--- src/rtl/rf_write_arbiter.sv ---
// Arbitrates the single register-file write port between WB and the MCU result path,
// with a bounded-starvation stall and a busy scoreboard for in-flight MCU destinations.
module rf_write_arbiter #(
    parameter int DATA_WIDTH   = 32,
    parameter int ADDR_WIDTH   = 5,
    parameter int STARVE_LIMIT = 4
) (
    input  logic                  i_clk,
    input  logic                  async_rst_n,

    input  logic                  i_wb_valid,
    input  logic [ADDR_WIDTH-1:0] i_wb_addr,
    input  logic [DATA_WIDTH-1:0] i_wb_data,
    output logic                  o_wb_stall,

    input  logic                  i_mcu_issue_valid,
    input  logic [ADDR_WIDTH-1:0] i_mcu_issue_rd,
    output logic                  o_mcu_issue_ready,

    input  logic                  i_mcu_res_valid,
    input  logic [ADDR_WIDTH-1:0] i_mcu_res_addr,
    input  logic [DATA_WIDTH-1:0] i_mcu_res_data,
    output logic                  o_mcu_res_ready,

    input  logic [ADDR_WIDTH-1:0] i_rs1_addr,
    input  logic [ADDR_WIDTH-1:0] i_rs2_addr,
    input  logic [ADDR_WIDTH-1:0] i_rd_addr,
    output logic                  o_rs1_busy,
    output logic                  o_rs2_busy,
    output logic                  o_rd_busy,

    output logic                  o_rf_write_enable,
    output logic [ADDR_WIDTH-1:0] o_rf_write_addr,
    output logic [DATA_WIDTH-1:0] o_rf_write_data
);

    localparam int NREG  = 1 << ADDR_WIDTH;
    localparam int CNT_W = (STARVE_LIMIT < 1) ? 1 : $clog2(STARVE_LIMIT + 1);
    localparam logic [CNT_W-1:0] CNT_MAX = CNT_W'(STARVE_LIMIT - 1);

    logic                  r_wb_stall;
    logic [CNT_W-1:0]      r_cnt;
    logic [NREG-1:0]       r_busy;
    logic [NREG-1:0]       w_busy_nxt;
    logic                  r_we;
    logic [ADDR_WIDTH-1:0] r_waddr;
    logic [DATA_WIDTH-1:0] r_wdata;

    logic                  w_wb_grant;
    logic                  w_mcu_grant;
    logic                  w_any_grant;
    logic                  w_mcu_lost;
    logic                  w_issue_acc;
    logic [ADDR_WIDTH-1:0] w_sel_addr;
    logic [DATA_WIDTH-1:0] w_sel_data;

    // WB wins whenever it is not being held off by the anti-starvation stall.
    assign w_wb_grant  = i_wb_valid & ~r_wb_stall;
    assign w_mcu_grant = i_mcu_res_valid & ~w_wb_grant;
    assign w_any_grant = w_wb_grant | w_mcu_grant;
    assign w_mcu_lost  = i_mcu_res_valid & w_wb_grant;
    assign w_sel_addr  = w_wb_grant ? i_wb_addr : i_mcu_res_addr;
    assign w_sel_data  = w_wb_grant ? i_wb_data : i_mcu_res_data;

    assign o_mcu_res_ready   = ~w_wb_grant;
    assign o_mcu_issue_ready = ~r_busy[i_mcu_issue_rd];
    assign w_issue_acc       = i_mcu_issue_valid & o_mcu_issue_ready;

    assign o_rs1_busy = r_busy[i_rs1_addr];
    assign o_rs2_busy = r_busy[i_rs2_addr];
    assign o_rd_busy  = r_busy[i_rd_addr];

    assign o_wb_stall        = r_wb_stall;
    assign o_rf_write_enable = r_we;
    assign o_rf_write_addr   = r_waddr;
    assign o_rf_write_data   = r_wdata;

    // Registered write port; addr/data hold between grants.
    always_ff @(posedge i_clk or negedge async_rst_n) begin
        if (!async_rst_n) begin
            r_we    <= 1'b0;
            r_waddr <= '0;
            r_wdata <= '0;
        end else begin
            r_we <= w_any_grant && (w_sel_addr != '0);
            if (w_any_grant) begin
                r_waddr <= w_sel_addr;
                r_wdata <= w_sel_data;
            end
        end
    end

    // The stall always lasts one cycle; during it WB cannot be granted, so the
    // MCU takes the port and the lost streak restarts from zero.
    always_ff @(posedge i_clk or negedge async_rst_n) begin
        if (!async_rst_n) begin
            r_wb_stall <= 1'b0;
            r_cnt      <= '0;
        end else begin
            r_wb_stall <= 1'b0;
            if (w_mcu_lost) begin
                if (r_cnt == CNT_MAX) begin
                    r_wb_stall <= 1'b1;
                    r_cnt      <= '0;
                end else begin
                    r_cnt <= r_cnt + CNT_W'(1);
                end
            end else begin
                r_cnt <= '0;
            end
        end
    end

    // Set and clear never target the same index: issue is refused while busy.
    always_comb begin
        w_busy_nxt = r_busy;
        if (w_mcu_grant)
            w_busy_nxt[i_mcu_res_addr] = 1'b0;
        if (w_issue_acc)
            w_busy_nxt[i_mcu_issue_rd] = 1'b1;
        w_busy_nxt[0] = 1'b0;
    end

    always_ff @(posedge i_clk or negedge async_rst_n) begin
        if (!async_rst_n)
            r_busy <= '0;
        else
            r_busy <= w_busy_nxt;
    end

endmodule

--- config.mk ---
export PLATFORM = sky130hd
export DESIGN_NAME = rf_write_arbiter
export DESIGN_NICKNAME = d
export VERILOG_FILES = /design/src/rtl/rf_write_arbiter.sv
export SDC_FILE = /design/constraint.sdc
export NUM_CORES = 1
export LEC_CHECK = 0
export BUFFER_PORTS_ARGS = -buffer_cell sky130_fd_sc_hd__buf_4
export CELL_PAD_IN_SITES_DETAIL_PLACEMENT = 1
export CELL_PAD_IN_SITES_GLOBAL_PLACEMENT = 2
export CORE_AREA = 4 4 129 131
export DETAILED_ROUTE_END_ITERATION = 8
export DIE_AREA = 0 0 133 135
export PLACE_DENSITY_LB_ADDON = 0.1
export SLEW_MARGIN = 40
export SYNTH_ARGS = -nofsm -noshare
export SYNTH_HDL_FRONTEND = slang
export SYNTH_SLANG_ARGS = --single-unit
--- constraint.sdc ---
create_clock -name i_clk -period 2.8 [get_ports i_clk]
set_input_delay 0.56 -clock i_clk [delete_from_list [all_inputs] [get_ports i_clk]]
set_output_delay 0.56 -clock i_clk [all_outputs]
set_load 0.02 [all_outputs]
==> run_results.csv <==
group,metric,value,unit
synth,synth_area_leaders,"dfrtp_1 (41%), mux4_1 (12%), mux2i_1 (12%)",
die,die_w,133,µm
placed_design,detailed_place_hpwl,11900,µm
synth,syn_area_per_cell,10.9,µm²
drt,viasPerCell,5.15,
drt,route.detailed.drc,0,
min_path,min_path_type,"in -> async",
synth,synth_seq_area_share,0.411,
setup_path,critPathTopFamily,"multiplexers",
global_route,antenna_found_initial,0,
synth,netlist.area_leader.share,0.411,
pwr,power_density,628,mW/mm²
final_layout,nNetsFinal,646,
outcome,status,"finished clean",
timing,max_slew_margin,0.523,
synth,syn_nets,509,
synth,syn_area,0.00445,mm²
die,die_h,135,µm
synth,yosys_warnings,0,
final_layout,utilization,0.388,
drt,drt_iter0_drc,118,
clocking,cts_hold_buffers,0,
placed_design,gp_congestion,0.880,
setup_path,worst_ep_arrival_time,2.19,ns
clocking,clockBufferDepth,2,
run,maxCapViolCount,0,
clocking,cts_buffers,9,
timing,fin_skew,0.00377,ns
setup_path,crit_path_start_kind,"flip-flop",
drt,ant_nets,0,
synth,ys_types,40,
clocking,root_buffer,"clkbuf_16",
global_route,grt_pass1_vias,4466,
synth,ys_ff_latch,73,
timing,max_freq,0.364,GHz
clocking,clkLatencyLatePin,0.34,ns
timing,period_minus_slack,2.75,ns
final_layout,area_growth,36.1,%
global_route,grt_overflow,0,
pwr,peakVddDrop,0.000204,V
die,initial_core_util,0.285,
timing,hold_viol_final,0,
die,core_area,0.0156,mm²
drt,wirelength,15800,µm
timing,hold_ws,0.222,ns
global_route,grt_first_pass_wirelength,24900,µm
timing,report.final.slew_viol_count,0,
final_layout,drive_gt1_frac,0.376,
setup_path,slowest_stage,"mux4_1",
pwr,leakagePower,2.74,nW
setup_path,crit_fanout,4,
setup_path,cpPeakStageDelay,0.51,ns
synth,synth_cells,409,
synth,synth_top_area_cell,"dfrtp_1",
setup_path,rrSetupSlack,1.02,ns
setup_path,worstSetupPathType,"reg -> out",
die,dieArea,0.0180,mm²
drt,wire_per_inst,20.7,µm
timing,timing.final.crit_share,0.981,
die,io_pins,143,
setup_path,timing.critical_path.cells,"mux4_1 -> mux4_2 -> nand2b_1 -> o211a_1 -> buf_4",
setup_path,cp-end-kind,"primary output",
setup_path,crit_buf_inv,1,
die,rows,46,
clocking,cts.sinks,73,
global_route,grt_use_total,0.179,
final_layout,n_antenna_cell,0,
clocking,cts.htree.levels,3,
global_route,grt_max_degree,79,
setup_path,worstPathRequired,2.24,ns
drt,first_pass_iters,4,
timing,tightest_slew,0.715,ns
placed_design,io_buffers,142,
clocking,clkTransAtPathRegs,0.06,ns
timing,finalSetupViolations,0,
drt,vias,3948,
clocking,cts_tree,"yes",
Yosys cell counts (all sizes together):
library cell,instances
inv,2
nand4b,2
mux4,24
ha,1
nand2b,6
or4,1
buf,8
a211oi,3
nand2,51
or3b,4
o31a,1
o22ai,3
nor3,1
o21ai,87
nand3b,6
o311ai,1
nor2,5
o211a,3
mux2,6
o31ai,9
o2111ai,1
o22a,2
nor2b,7
or3,3
nand4,1
or2,2
and3,2
a2111oi,1
mux2i,54
a221oi,1
nor3b,2
clkbuf,21
o41ai,8
nand3,7
dfrtp,73
timing repair:
action                     in CTS  in global routing
buffers inserted                0                  3
gates resized for setup         5                 17
setup endpoints to repair       2                  4
through the flow:
| step | setup TNS, ns | std cells | cell area, µm² | worst slack (ns) | total power [W] |
|---|---|---|---|---|---|
| 2_1_floorplan | 0 | 409 | 4450 | 0.210 | 0.00199 |
| 3_3_place_gp | 0 | 748 | 5700 | 0.0753 | 0.00247 |
| 3_5_place_dp | 0 | 748 | 5700 | 0.0453 | 0.00250 |
| 4_1_cts | 0 | 764 | 6040 | 0.00152 | 0.00382 |
| 5_1_grt | -0.00141 | 767 | 6050 | -0.00141 | 0.00400 |
| 6_report | 0 | 767 | 6050 | 0.0535 | 0.00380 |
final timing paths:
path | start | end | depth (start not counted)
min reg2reg | r_cnt[0] | r_cnt[0] | 1
max reg2reg | r_busy[15] | r_busy[4] | 6
max | r_busy[15] | o_rs2_busy | 5
max in group asynchronous | async_rst_n | r_busy[31] | 1
min | async_rst_n | r_busy[13] | 1
min in group i_clk | i_wb_data[12] | o_rf_write_data[12] | 3
sequential cells by signal, indices dropped and copies added, names as in the netlist:
| signal | count |
|---|---|
| o_rf_write_addr | 5 |
| r_busy | 31 |
| o_wb_stall | 1 |
| r_cnt | 3 |
| o_rf_write_data | 32 |
| o_rf_write_enable | 1 |
layer usage:
metal  share of wire  vias to the layer above  global-route usage
met2            0.49                      139               0.301
met5               0                        -                   0
li1                -                     1838                   -
met4           0.031                        0              0.0918
met3           0.079                       31              0.0607
met1            0.40                     1940               0.203
layout by cell type, fill, tap and decap left out, types with 4 or more instances in the layout:
cell       instances
mux2i_1           54
o41ai_1            8
or3b_2             4
dfrtp_2           11
clkbuf_16          9
dfrtp_1           62
nand2_1           51
nand3_1            7
mux2_2             6
nor2b_1            6
o31ai_1            9
buf_4            153
mux4_2            11
nand2b_1           6
nand3b_1           6
mux4_1            13
o21ai_0           87
nor2_1             5
where the power goes:
part | total, W | internal, W | switching (W)
registers | 0.00150 | 0.00124 | 0.000263
logic | 0.00101 | 0.000552 | 0.000457
clock network | 0.00129 | 0.000826 | 0.000465
layout make-up:
class / count / area [µm²]
Timing Repair Buffer: 155 / 1170
Clock inverter: 5 / 77.6
Fill cell: 1726 / 9550
Sequential cell: 73 / 1840
Inverter: 2 / 7.51
Tap cell: 216 / 270
Multi-Input combinational cell: 305 / 2430
Clock buffer: 11 / 253
kinds of logic after synthesis:
| kind of cell | Yosys count | share of synthesized area |
|---|---|---|
| compound gates | 120 | 0.159 |
| simple gates | 100 | 0.113 |
| mux | 84 | 0.276 |
| flops | 73 | 0.411 |
| buf+inv | 31 | 0.0391 |
| fa+ha+maj | 1 | 0.00281 |
(Power assumes the default switching activity.)
